===== src/rtl/spi_io_pkg.sv =====
// Shared definitions for the guest-side SPI IO responder: command codes,
// FSM state encoding and keyboard buffer sizing.
package spi_io_pkg;

   // Command byte codes sent by the MCU in the first byte of a transfer
   localparam logic [7:0] CMD_BUT_SW = 8'h01;
   localparam logic [7:0] CMD_JOY0   = 8'h02;
   localparam logic [7:0] CMD_JOY1   = 8'h03;
   localparam logic [7:0] CMD_KBD    = 8'h05;
   localparam logic [7:0] CMD_STATUS = 8'h1E;

   // Keyboard buffer depth when the FIFO variant is built
   localparam int unsigned KBD_FIFO_DEPTH = 8;

   // Transfer FSM state encoding
   typedef logic [1:0] spi_io_state_t;
   localparam spi_io_state_t ST_IDLE          = 2'd0;
   localparam spi_io_state_t ST_CMD           = 2'd1;
   localparam spi_io_state_t ST_PAYLOAD       = 2'd2;
   localparam spi_io_state_t ST_WAIT_DESELECT = 2'd3;

endpackage


===== src/rtl/spi_io_fifo.sv =====
// Generic synchronous valid/ready FIFO. A push into a full FIFO is still
// accepted when a pop happens in the same cycle.
module spi_io_fifo #(
   parameter int unsigned WIDTH = 8,
   parameter int unsigned DEPTH = 8
) (
   input  logic             clk,
   input  logic             reset,
   input  logic [WIDTH-1:0] in_data,
   input  logic             in_valid,
   output logic             in_ready,
   output logic [WIDTH-1:0] out_data,
   output logic             out_valid,
   input  logic             out_ready
);

   localparam int unsigned AW = (DEPTH > 1) ? $clog2(DEPTH) : 1;
   localparam int unsigned CW = $clog2(DEPTH + 1);

   logic [WIDTH-1:0] mem [DEPTH];
   logic [AW-1:0]    wr_ptr_q;
   logic [AW-1:0]    rd_ptr_q;
   logic [CW-1:0]    count_q;
   logic             push;
   logic             pop;

   function automatic logic [AW-1:0] ptr_inc(input logic [AW-1:0] p);
      return (p == AW'(DEPTH - 1)) ? '0 : p + AW'(1);
   endfunction

   assign out_valid = (count_q != '0);
   assign out_data  = out_valid ? mem[rd_ptr_q] : '0;
   assign pop       = out_valid & out_ready;
   assign in_ready  = (count_q != CW'(DEPTH)) | out_ready;
   assign push      = in_valid & in_ready;

   // Pointer and occupancy tracking
   always_ff @(posedge clk) begin
      if (reset) begin
         wr_ptr_q <= '0;
         rd_ptr_q <= '0;
         count_q  <= '0;
      end else begin
         if (push) wr_ptr_q <= ptr_inc(wr_ptr_q);
         if (pop)  rd_ptr_q <= ptr_inc(rd_ptr_q);
         if (push && !pop)      count_q <= count_q + CW'(1);
         else if (pop && !push) count_q <= count_q - CW'(1);
      end
   end

   // Storage array; contents are only observed while out_valid is high
   always_ff @(posedge clk) begin
      if (push) mem[wr_ptr_q] <= in_data;
   end

endmodule


===== src/rtl/spi_io_responder.sv =====
// Guest-side SPI mode-0 responder for the MCU configuration/IO channel.
// Decodes command-framed transfers into buttons, switches, joysticks, a
// status word and a keyboard byte stream; returns CORE_TYPE during the
// command byte.
// Build option: SPI_IO_KBD_FIFO_EN selects an 8-entry keyboard FIFO instead
// of a single holding register.
module spi_io_responder
   import spi_io_pkg::*;
#(
   parameter logic [7:0]  CORE_TYPE   = 8'hA4,
   parameter int unsigned SYNC_STAGES = 2
) (
   input  logic        clk,
   input  logic        reset,
   input  logic        spi_sck,
   input  logic        spi_ss_n,
   input  logic        spi_mosi,
   output logic        spi_miso,
   output logic        spi_miso_oe,
   output logic [1:0]  buttons,
   output logic [1:0]  switches,
   output logic [7:0]  joystick_0,
   output logic [7:0]  joystick_1,
   output logic [31:0] status,
   output logic [7:0]  kbd_data,
   output logic        kbd_valid,
   input  logic        kbd_ready,
   output logic        kbd_ovf
);

   logic [SYNC_STAGES-1:0] sck_sync, ss_sync, mosi_sync;
   logic                   sck_prev, ss_prev;
   logic                   sck_s, ss_s, mosi_s;
   logic                   sck_rise, sck_fall;

   spi_io_state_t state_q;
   logic [2:0]    bit_cnt_q;
   logic [6:0]    shift_q;
   logic [7:0]    tx_q;
   logic [7:0]    cmd_q;
   logic [2:0]    pidx_q;
   logic [23:0]   shadow_q;
   logic [7:0]    rx_byte;
   logic          pay_done;
   logic          kbd_push;

   // Synchronizers are left unreset so ss_n is tracked through reset; this
   // lets a release with ss_n already low land in WAIT_DESELECT.
   always_ff @(posedge clk) begin
      sck_sync  <= {sck_sync[SYNC_STAGES-2:0], spi_sck};
      ss_sync   <= {ss_sync[SYNC_STAGES-2:0], spi_ss_n};
      mosi_sync <= {mosi_sync[SYNC_STAGES-2:0], spi_mosi};
      sck_prev  <= sck_sync[SYNC_STAGES-1];
      ss_prev   <= ss_sync[SYNC_STAGES-1];
   end

   assign sck_s    = sck_sync[SYNC_STAGES-1];
   assign ss_s     = ss_sync[SYNC_STAGES-1];
   assign mosi_s   = mosi_sync[SYNC_STAGES-1];
   assign sck_rise = sck_s & ~sck_prev;
   assign sck_fall = ~sck_s & sck_prev;
   assign rx_byte  = {shift_q, mosi_s};
   assign pay_done = (state_q == ST_PAYLOAD) & ~ss_s & sck_rise & (bit_cnt_q == 3'd7);
   assign kbd_push = pay_done & (cmd_q == CMD_KBD);

   assign spi_miso    = (state_q == ST_CMD) & tx_q[7];
   assign spi_miso_oe = ~ss_s & ((state_q == ST_CMD) | (state_q == ST_PAYLOAD));

   // Transfer FSM, receive shifter and command-byte MISO shifter
   always_ff @(posedge clk) begin
      if (reset) begin
         state_q   <= ST_IDLE;
         bit_cnt_q <= 3'd0;
         shift_q   <= 7'd0;
         tx_q      <= 8'd0;
         cmd_q     <= 8'd0;
         pidx_q    <= 3'd0;
      end else if (ss_s) begin
         state_q   <= ST_IDLE;
         bit_cnt_q <= 3'd0;
         pidx_q    <= 3'd0;
      end else begin
         case (state_q)
            // ss_n low without a seen falling edge only happens after reset
            ST_IDLE: begin
               if (ss_prev) begin
                  state_q   <= ST_CMD;
                  tx_q      <= CORE_TYPE;
                  bit_cnt_q <= 3'd0;
               end else begin
                  state_q <= ST_WAIT_DESELECT;
               end
            end
            ST_CMD: begin
               if (sck_rise) begin
                  shift_q   <= rx_byte[6:0];
                  bit_cnt_q <= bit_cnt_q + 3'd1;
                  if (bit_cnt_q == 3'd7) begin
                     cmd_q   <= rx_byte;
                     pidx_q  <= 3'd0;
                     state_q <= ST_PAYLOAD;
                  end
               end else if (sck_fall) begin
                  tx_q <= {tx_q[6:0], 1'b0};
               end
            end
            ST_PAYLOAD: begin
               if (sck_rise) begin
                  shift_q   <= rx_byte[6:0];
                  bit_cnt_q <= bit_cnt_q + 3'd1;
                  if (bit_cnt_q == 3'd7 && pidx_q != 3'd7) pidx_q <= pidx_q + 3'd1;
               end
            end
            default: ;
         endcase
      end
   end

   // Payload decode into the core-facing registers
   always_ff @(posedge clk) begin
      if (reset) begin
         buttons    <= 2'd0;
         switches   <= 2'd0;
         joystick_0 <= 8'd0;
         joystick_1 <= 8'd0;
         status     <= 32'd0;
         shadow_q   <= 24'd0;
      end else if (pay_done) begin
         case (cmd_q)
            CMD_BUT_SW: begin
               if (pidx_q == 3'd0) begin
                  buttons  <= rx_byte[1:0];
                  switches <= rx_byte[3:2];
               end
            end
            CMD_JOY0: if (pidx_q == 3'd0) joystick_0 <= rx_byte;
            CMD_JOY1: if (pidx_q == 3'd0) joystick_1 <= rx_byte;
            // Status commits only when the fourth byte completes
            CMD_STATUS: begin
               case (pidx_q)
                  3'd0:    shadow_q[7:0]   <= rx_byte;
                  3'd1:    shadow_q[15:8]  <= rx_byte;
                  3'd2:    shadow_q[23:16] <= rx_byte;
                  3'd3:    status          <= {rx_byte, shadow_q};
                  default: ;
               endcase
            end
            default: ;
         endcase
      end
   end

`ifdef SPI_IO_KBD_FIFO_EN
   logic kbd_in_ready;

   spi_io_fifo #(
      .WIDTH (8),
      .DEPTH (KBD_FIFO_DEPTH)
   ) u_kbd_fifo (
      .clk       (clk),
      .reset     (reset),
      .in_data   (rx_byte),
      .in_valid  (kbd_push),
      .in_ready  (kbd_in_ready),
      .out_data  (kbd_data),
      .out_valid (kbd_valid),
      .out_ready (kbd_ready)
   );

   // Overflow pulse when a keyboard byte cannot be stored
   always_ff @(posedge clk) begin
      if (reset) kbd_ovf <= 1'b0;
      else       kbd_ovf <= kbd_push & ~kbd_in_ready;
   end
`else
   // Single holding register; an unpopped byte is overwritten by a new push
   always_ff @(posedge clk) begin
      if (reset) begin
         kbd_data  <= 8'd0;
         kbd_valid <= 1'b0;
         kbd_ovf   <= 1'b0;
      end else begin
         kbd_ovf <= kbd_push & kbd_valid & ~kbd_ready;
         if (kbd_push) begin
            kbd_data  <= rx_byte;
            kbd_valid <= 1'b1;
         end else if (kbd_valid && kbd_ready) begin
            kbd_valid <= 1'b0;
         end
      end
   end
`endif

endmodule


===== config.mk =====
export PLATFORM = sky130hd
export DESIGN_NAME = spi_io_responder
export DESIGN_NICKNAME = d
export VERILOG_FILES = /design/src/rtl/spi_io_pkg.sv /design/src/rtl/spi_io_fifo.sv /design/src/rtl/spi_io_responder.sv
export SDC_FILE = /design/constraint.sdc
export NUM_CORES = 1
export LEC_CHECK = 0
export BUFFER_PORTS_ARGS = -buffer_cell sky130_fd_sc_hd__buf_2
export CAP_MARGIN = 20
export CORE_ASPECT_RATIO = 1.25
export CORE_UTILIZATION = 50
export CTS_CLUSTER_DIAMETER = 40
export CTS_CLUSTER_SIZE = 25
export DETAILED_ROUTE_END_ITERATION = 10
export PLACE_DENSITY_LB_ADDON = 0.2
export SKIP_LAST_GASP = 1
export SLEW_MARGIN = 20
export SYNTH_ARGS = -nofsm -noshare
export SYNTH_HDL_FRONTEND = slang
export SYNTH_SLANG_ARGS = --single-unit

===== constraint.sdc =====
create_clock -name clk -period 4 [get_ports clk]
set_input_delay 0.6 -clock clk [delete_from_list [all_inputs] [get_ports clk]]
set_output_delay 0.6 -clock clk [all_outputs]
set_load 0.1 [all_outputs]

Word level (Yosys, flattened, before mapping). Index checks and enable logic that the tools add are counted.

Output and inout bits: 64. Register bits after elaboration: 125.

Mux-type cells: 18. Bitwise gates (word level): 15. Reductions and logical operators: 23. Add/sub/neg operators: 2. Eq/ne operators: 20.

Operators by type and width (count): AND reduction 3 bit (10); 2-to-1 mux 8 bit (3); 2-to-1 mux 3 bit (6); == test 8 x 2 -> 1 bit, second input constant (2); case mux 8 bit (2 select lines) (1); case mux 3 bit (2 select lines) (2); AND 1 bit (10); inequality test 2 bit, second input constant (5); AND reduction 5 bit (2); == test 8 x 1 -> 1 bit, second input constant (1); == test 8 x 3 -> 1 bit, second input constant (1); == test 8 x 5 -> 1 bit, second input constant (1); nonzero test 2 bit (4); adder 3 x 1 -> 3 bit, second input constant (2); == test 3 x 2 -> 1 bit, second input constant (2); 2-to-1 mux 2 bit (3); inequality test 2 x 1 -> 1 bit, second input constant (3); NOT 1 bit (4); case mux 2 bit (2 select lines) (1); AND reduction 4 bit (1); OR reduction 2 bit (2); == test 3 x 1 -> 1 bit, second input constant (1); == test 3 bit, second input constant (1); logical NOT 3 bit (1); 7 further kinds (9).

Logic depth before layout (Yosys ltp). Gate-level depths: netlist (run 1).

Depth in word-level cells: 7. Mapped depth: 9.

Worst setup path after synthesis (run 1). No wires, ideal clock.

Path type: register -> output. Start point: reg state_q[0]. End point: out spi_miso_oe. Path slack: 1.280 ns. Required time: 3.400 ns. Cell stages (with the launch flop): 4. Buffers on the path: 0. Arrival: 2.120 ns. Cell sequence: dfxtp_1 > inv_1 > ha_1 > nor2b_1.

Cells in the longest elaborated chain, start to end: 3. Elaborated cells between the ends (all ways): 4. Those cells by class: eq/ne: 2; bitwise: 2.

Ends and longest elaborated chain: start: declaration (RTL line spi_io_responder.sv:36) `spi_io_state_t state_q;`; start signal: assignment (RTL line spi_io_responder.sv:72) `state_q <= ST_IDLE;`; start signal: assignment (RTL line spi_io_responder.sv:79) `state_q <= ST_IDLE;`; start signal: assignment (RTL line spi_io_responder.sv:87) `state_q <= ST_CMD;`; == test 2 x 1 -> 1 bit / == test 2 bit (equally long branches) (RTL line spi_io_responder.sv:67) `assign spi_miso_oe = ~ss_s & ((state_q == ST_CMD) | (state_q == ST_PAYLOAD));`; bitwise OR 1 bit * (RTL line spi_io_responder.sv:67); AND 1 bit * (RTL line spi_io_responder.sv:67); end: declaration (RTL line spi_io_responder.sv:19) `output logic spi_miso_oe,`.

Mark *: on every way between the ends. The rest lies on a longest branch, timed or not.

Final worst setup path (run 1).
Start point: reg state_q[1]. End point: out spi_miso_oe.

The elaborated chain is that of the path after synthesis.

==> results.py, run 1 <==
metrics = {
    "finish": {
        "layout-drive-gt1-share": 0.2305,
        "antenna_cells": 0,
        "area_growth_pct": 19.64,
        "nets": 569,
        "fillCellCount": 833,
        "final_util": 0.6199,
    },
    "timing": {
        "post-route-period-util": 0.6072,
        "slew_headroom": 0.4424,
        "finalClockSkew_ps": 6.156,
        "worstMarginPinSlew_ps": 836.4,
        "rsz0062_at_grt": "no",
        "tns_ps": 0,
        "slew_violations": 0,
        "timing.fmax_mhz": 411.7,
        "whs_ps": 285.3,
        "setup_slack_ps": 1571,
        "hold_viol_final": 0,
        "setup_viol": 0,
        "min_period_ps": 2429,
    },
    "synthesis": {
        "synth_warnings": 0,
        "ys_ff_latch": 123,
        "synth_flop_cell": "dfxtp_1",
        "synth.area.top_cells": "dfxtp_1 (52%), mux2i_1 (13%), nor2_1 (5.5%)",
        "synth.top_cell.area_share": 0.5180,
        "synth.avg_cell_area_sq_um": 9.661,
        "yosysMostFrequentCell": "dfxtp_1",
        "synth_edf_count": 0,
        "yosysTopAreaCell": "dfxtp_1",
        "yosysUniqueCellTypes": 40,
        "synthCells": 492,
        "syn_area_sq_um": 4753,
        "seq_area_frac_synth": 0.5180,
        "synth_fp_nets": 510,
        "yosys-top-cells-count": "dfxtp_1 (123), nor2_1 (70), nand2_1 (63)",
        "synth-async-reset-ratio": 0,
    },
    "floorplan": {
        "fp-row-count": 39,
        "core_sq_um": 9174,
        "chipHeight_microns": 111.0,
        "io_pins": 70,
        "initial_utilization": 0.5181,
        "dieArea_sq_um": 9903,
        "dieWidth_microns": 89.21,
    },
    "clocking": {
        "htree_levels": 4,
        "clock-sinks": 123,
        "cts-root-buf": "clkbuf_16",
        "clock_latency_ps": 410,
        "tritoncts": "built",
        "cts_max_path_buffers": 2,
        "clkTransAtPathRegs_ps": 50,
        "holdBufCountCts": 0,
        "cts_buffers": 17,
        "cts_setup_buffers": 0,
        "cts_resized": 0,
    },
    "detailed_routing": {
        "drtIter0Drc": 154,
        "vias": 3540,
        "via_per_inst": 5.153,
        "wl_per_cell_microns": 14.23,
        "drt_wl_total_mm": 9.777,
        "first_pass_iters": 4,
        "ant_nets": 0,
        "route.detailed.drc": 0,
    },
    "min_path": {
        "hold_depth": 1,
        "hold_path.class": "in2reg",
    },
    "pwr": {
        "power_mw": 2.772,
        "pwr_density_cell_nw_per_um2": 487.5,
        "power_leakage_nw": 2.662,
        "ir_worst_vdd_mv": 0.4109,
    },
    "global_routing": {
        "grt_max_degree": 111,
        "grt_pass1_vias": 3371,
        "grt_overflow": 0,
        "grt_pass1_wl_mm": 15.90,
        "gr-usage-all-layers": 0.2128,
        "antenna_found_initial": 0,
    },
    "critical_path": {
        "crit_fanout": 6,
        "cp_slowest_cell": "buf_2",
        "r2r_cells": 7,
        "cp.arrival_ps": 1830,
        "crit_type": "reg2out",
        "worstPathRequired_ps": 3400,
        "path_cells": "inv_1 > ha_1 > nor2b_1 > buf_2",
        "slowest_delay_ps": 430,
        "start_kind": "register",
        "cp-end-kind": "primary output",
    },
    "placed_design": {
        "place_congestion": 0.7828,
        "place_ws_ps": 1732,
        "numPortBuffers": 69,
        "hpwl_mm": 6.227,
    },
    "job": {
        "maxCapViolCount": 0,
    },
    "status": {
        "outcome": "finished, final reports clean",
    },
}
## final timing paths
check / end / slack (ps) / startpoint
max: spi_miso_oe / 1570 / state_q[1]
min: sck_sync[0] / 290 / spi_sck
max reg2reg: kbd_data[6] / 1670 / bit_cnt_q[0]
min reg2reg: ss_sync[1] / 320 / ss_sync[0]
## routing by layer
metal,routed length [microns],vias to the layer above,GRT usage
met5,0,-,0
met2,4593,67,0.3288
met4,145,0,0.08148
met3,477,13,0.08116
met1,4560,1689,0.2656
li1,-,1771,-
## cells by family after synthesis
family	share of synthesized area
flops	0.5180
mux	0.1308
simple gates	0.2008
buf+inv	0.04054
compound gates	0.07818
fa+ha+maj	0.03159
## critical path: cells and delay by family (launching register included)
family	cells	cell delay (ps)
buffers and inverters	2	520
DFF	1	380
adders and majority gates	1	380
and+or+nand+nor	1	140
## layout make-up
cell class / count / area, sq um / share of cell area
flip-flops and latches: 123 / 2462 / 0.4330
multi-input cells: 329 / 2098 / 0.3690
clock buffers: 24 / 471.7 / 0.08295
repair buffers: 73 / 381.6 / 0.06711
well taps: 123 / 153.9 / 0.02706
clock inverters: 8 / 92.59 / 0.01628
inverters: 7 / 26.28 / 0.004620
## report_power, final
part / switching, mW / internal, mW / total [mW] / leakage, nW
clock network: 0.510 / 0.942 / 1.45 / 0.278
registers: 0.0102 / 1.24 / 1.25 / 0.994
logic: 0.0508 / 0.0227 / 0.0735 / 1.39
## through the flow
step / instance area, sq um / instances
floorplan: 4753 / 492
global placement: 5119 / 655
detailed placement: 5119 / 655
CTS: 5683 / 687
global route: 5687 / 687
finish: 5687 / 687
## placed cells by master, fill, tap and decap left out, drive strengths merged, types with 3 or more instances in the layout
cell / n
nor3: 3
nor4bb: 3
clkinv: 5
ha: 12
o32ai: 3
nor2: 70
nor2b: 4
a21oi: 46
nand2b: 11
dfxtp: 123
buf: 73
o21ai: 8
mux2i: 61
nand4: 8
nor4b: 3
a211oi: 3
nand3: 3
clkbuf: 24
nor3b: 3
nand2: 73
inv: 7
## flip-flops by register name, summed over array words and instances, names as in the netlist, 3 cells and up
signal      flops
joystick_1      8
shadow_q       24
shift_q         7
kbd_data        8
pidx_q          3
joystick_0      8
tx_q            6
status         32
bit_cnt_q       3
cmd_q           8
Power figures use the tool's default switching activity.
==> inputs of run 2 (changes only) <==
- clock period: 4 -> 2.4 ns (I/O delays scaled with it)
==> results.py, run 2 (same netlist as run 1, synthesis figures left out) <==
metrics = {
    "floorplan": {
        "io_pins": 70,
        "dieWidth_microns": 89.21,
        "dieArea_sq_um": 9903,
        "fp-row-count": 39,
        "core_sq_um": 9174,
        "initial_utilization": 0.5181,
        "chipHeight_microns": 111.0,
    },
    "finish": {
        "area_growth_pct": 21.77,
        "largest_register_ffs": 32,
        "design_area_sq_um": 5788,
        "nets": 574,
        "final_cell_mix": "dfxtp_1 (123), nor2_1 (70), buf_2 (68)",
        "stdcell_count": 692,
        "reg_top3": "status (32), shadow_q (24)",
        "layout-drive-gt1-share": 0.2408,
        "antenna_cells": 0,
        "top_register": "status",
        "final_common_cell": "dfxtp_1",
    },
    "critical_path": {
        "cp.arrival_ps": 1860,
        "crit_type": "reg2out",
        "worst-path-buf-inv": 2,
        "cp_top_family": "buffers and inverters",
        "cp_slowest_cell": "buf_2",
        "crit_fanout": 6,
        "slowest_delay_ps": 420,
        "path_cells": "inv_1 > ha_1 > nor2b_2 > buf_2",
        "start_kind": "register",
        "worstPathRequired_ps": 2040,
        "cp-end-kind": "primary output",
    },
    "timing": {
        "slew_headroom": 0.5728,
        "timing.fmax_mhz": 451.4,
        "slew_violations": 0,
        "post-route-period-util": 0.9231,
        "setup_slack_ps": 184.6,
        "rsz0062_at_grt": "no",
        "whs_ps": 52.21,
        "hold_viol_final": 0,
        "tns_ps": 0,
        "finalClockSkew_ps": 8.379,
        "setup_viol": 0,
        "worstMarginPinSlew_ps": 638.1,
        "min_period_ps": 2215,
    },
    "placed_design": {
        "place_ws_ps": 400.8,
        "numPortBuffers": 69,
        "place_congestion": 0.7761,
        "hpwl_mm": 6.440,
        "placed_area_sq_um": 5171,
        "dp_cells": 660,
    },
    "pwr": {
        "power_leakage_nw": 2.709,
        "ir_worst_vdd_mv": 0.5036,
        "pwr_density_cell_nw_per_um2": 832.7,
    },
    "clocking": {
        "cts_max_path_buffers": 2,
        "holdBufCountCts": 0,
        "cts-root-buf": "clkbuf_16",
        "clock-sinks": 123,
        "cts_setup_buffers": 0,
        "htree_levels": 4,
        "cts_resized": 0,
        "clkTransAtPathRegs_ps": 50,
        "cts_buffers": 17,
        "tritoncts": "built",
        "clock_latency_ps": 410,
    },
    "min_path": {
        "hold_path.class": "in2reg",
    },
    "detailed_routing": {
        "ant_nets": 0,
        "wl_per_cell_microns": 14.56,
        "drtIter0Drc": 153,
        "vias": 3583,
        "first_pass_iters": 4,
        "via_per_inst": 5.178,
        "route.detailed.drc": 0,
        "drt_wl_total_mm": 10.08,
    },
    "status": {
        "outcome": "finished, final reports clean",
    },
    "global_routing": {
        "grt_max_degree": 53,
        "antenna_found_initial": 0,
        "grt_pass1_vias": 3399,
        "gr-usage-all-layers": 0.2219,
        "grt_pass1_wl_mm": 16.68,
        "grt_overflow": 0,
    },
    "job": {
        "maxCapViolCount": 0,
    },
}
[run 2: cell type report]
| cell class | count | area, sq um |
|---|---|---|
| Fill cell | 827 | 3386 |
| Sequential cell | 123 | 2462 |
| Multi-Input combinational cell | 329 | 2101 |
| Clock buffer | 26 | 509.2 |
| Timing Repair Buffer | 78 | 427.9 |
| Tap cell | 123 | 153.9 |
| Clock inverter | 6 | 107.6 |
| Inverter | 7 | 26.28 |
[run 2: per-layer routing]
| layer | GRT usage | up-vias | wire length [microns] |
|---|---|---|---|
| li1 | - | 1790 | - |
| met1 | 0.2828 | 1706 | 4637 |
| met2 | 0.3567 | 75 | 4907 |
| met3 | 0.05882 | 12 | 409 |
| met4 | 0.07937 | 0 | 120 |
| met5 | 0 | - | 0 |
[run 2: stage by stage]
stage | util | total power [mW]
floorplan | - | 2.215
global placement | 0.5637 | 2.241
detailed placement | 0.5637 | 2.244
CTS | 0.6309 | 4.860
global route | 0.6309 | 4.962
finish | 0.6309 | 4.820
[run 2: power breakdown]
part	total [mW]	switching, mW	internal (mW)
clock	2.62	0.850	1.77
sequential	2.08	0.0174	2.06
combinational	0.125	0.0848	0.0398
total	4.82	0.952	3.87
[run 2: final timing paths]
check	startpoint	end	slack, ps	cells past startpoint
min reg2reg	mosi_sync[0]	mosi_sync[1]	320	0
max reg2reg	bit_cnt_q[0]	joystick_1[4]	370	7
min	spi_ss_n	ss_sync[0]	50	1
max	state_q[1]	spi_miso_oe	180	4
[run 2: worst register-to-register path: stages (launching register included)]
cell	delay, ps
dfxtp_1	350
ha_1	150
ha_1	180
nor4bb_1	280
buf_4	240
nand4_2	320
mux2i_1	330
nor2_1	60
==> inputs of run 3 (changes only) <==
- SETUP_SLACK_MARGIN: unset -> 0.5
==> results.py, run 3 (same netlist as run 1, synthesis figures left out) <==
metrics = {
    "finish": {
        "seqCellArea_sq_um": 2470,
        "final_cell_mix": "dfxtp_1 (119), nor2_1 (69), buf_2 (67)",
        "layout-drive-gt1-share": 0.2923,
        "stdcell_count": 708,
        "reg_top3": "status (32), shadow_q (24)",
        "final_util": 0.6660,
        "top_register": "status",
        "design_area_sq_um": 6110,
        "nets": 590,
        "multi_input_area_sq_um": 2257,
        "area_growth_pct": 28.53,
        "fillCellCount": 774,
        "largest_register_ffs": 32,
        "antenna_cells": 0,
        "final_common_cell": "dfxtp_1",
    },
    "placed_design": {
        "hpwl_mm": 6.320,
        "place_congestion": 0.7715,
        "dp_cells": 660,
        "place_ws_ps": 396.5,
        "numPortBuffers": 69,
        "placed_area_sq_um": 5176,
    },
    "floorplan": {
        "fp-row-count": 39,
        "chipHeight_microns": 111.0,
        "dieWidth_microns": 89.21,
        "initial_utilization": 0.5181,
        "io_pins": 70,
        "core_sq_um": 9174,
        "dieArea_sq_um": 9903,
    },
    "global_routing": {
        "grt_overflow": 0,
        "grt_pass1_vias": 3570,
        "grt_max_degree": 62,
        "gr-usage-all-layers": 0.2303,
        "antenna_found_initial": 0,
        "grt_pass1_wl_mm": 17.35,
    },
    "critical_path": {
        "start_kind": "register",
        "crit_type": "reg2out",
        "cp-end-kind": "primary output",
        "worstPathRequired_ps": 2040,
        "crit_fanout": 6,
        "cp.arrival_ps": 1580,
    },
    "detailed_routing": {
        "first_pass_iters": 4,
        "vias": 3728,
        "via_per_inst": 5.266,
        "drtIter0Drc": 165,
        "ant_nets": 0,
        "wl_per_cell_microns": 15.75,
        "drt_wl_total_mm": 11.15,
        "route.detailed.drc": 0,
    },
    "timing": {
        "post-route-period-util": 0.8096,
        "setup_slack_ps": 457.0,
        "min_period_ps": 1943,
        "hold_viol_final": 0,
        "finalClockSkew_ps": 7.940,
        "rsz0062_at_grt": "yes",
        "slew_headroom": 0.5513,
        "worstMarginPinSlew_ps": 669.0,
        "timing.fmax_mhz": 514.7,
        "setup_viol": 0,
        "slew_violations": 0,
        "tns_ps": 0,
    },
    "pwr": {
        "pwr_density_cell_nw_per_um2": 775.7,
        "power_leakage_nw": 2.802,
        "ir_worst_vdd_mv": 0.5490,
    },
    "clocking": {
        "clock-sinks": 123,
        "cts_buffers": 17,
        "cts-root-buf": "clkbuf_16",
        "clock_latency_ps": 410,
        "holdBufCountCts": 0,
        "clkTransAtPathRegs_ps": 50,
        "tritoncts": "built",
        "htree_levels": 4,
        "cts_max_path_buffers": 2,
    },
    "status": {
        "outcome": "finished, final reports clean",
    },
    "job": {
        "maxCapViolCount": 0,
    },
    "min_path": {
        "hold_path.class": "in2reg",
    },
}
run 3: path summary, 6_finish.rpt:
path,cells past startpoint,slack [ps],endpoint,startpoint
hold / removal,1,50,ss_sync[0],spi_ss_n
hold reg to reg,0,320,mosi_sync[1],mosi_sync[0]
setup / recovery,4,460,spi_miso_oe,state_q[1]
setup reg to reg,8,480,status[27],state_q[0]
run 3: area by class of cell:
type	count	area share
Inverter	7	0.004710
Sequential cell	123	0.4043
Clock inverter	9	0.01966
Tap cell	123	0.02519
Timing Repair Buffer	94	0.1018
Clock buffer	23	0.07495
Multi-Input combinational cell	329	0.3694
run 3: what timing repair did:
item	4_1_cts	5_1_grt
pin swaps	2	8
resized for setup	9	35
buffers inserted	9	3
hold endpoints to repair	0	0
cloned	0	4
endpoints found under the setup margin	86	103
run 3: stage by stage:
stage | total power [mW] | hold slack, ps
after floorplan | 2.217 | 309.6
after global placement | 2.244 | 312.4
after detailed placement | 2.246 | 315.0
after CTS | 4.752 | 30.09
after global routing | 4.875 | 34.13
final | 4.739 | 45.19
run 3: power breakdown:
part	total [mW]	leakage, nW	switching [mW]	internal (mW)
sequential	2.08	0.996	0.0204	2.06
clock	2.50	0.288	0.852	1.65
combinational	0.160	1.52	0.0971	0.0631
run 3: routing by layer:
| metal | part of all wire | global-route usage |
|---|---|---|
| met2 | 0.50 | 0.3684 |
| met5 | 0 | 0 |
| met1 | 0.45 | 0.2861 |
| met3 | 0.041 | 0.07074 |
| met4 | 0.017 | 0.08889 |
run 3: worst max-delay path, cell delays in order (launching register included):
cell and delay [ps]:
dfxtp_2 380, inv_1 120, ha_4 320, nor2b_4 160, buf_12 180
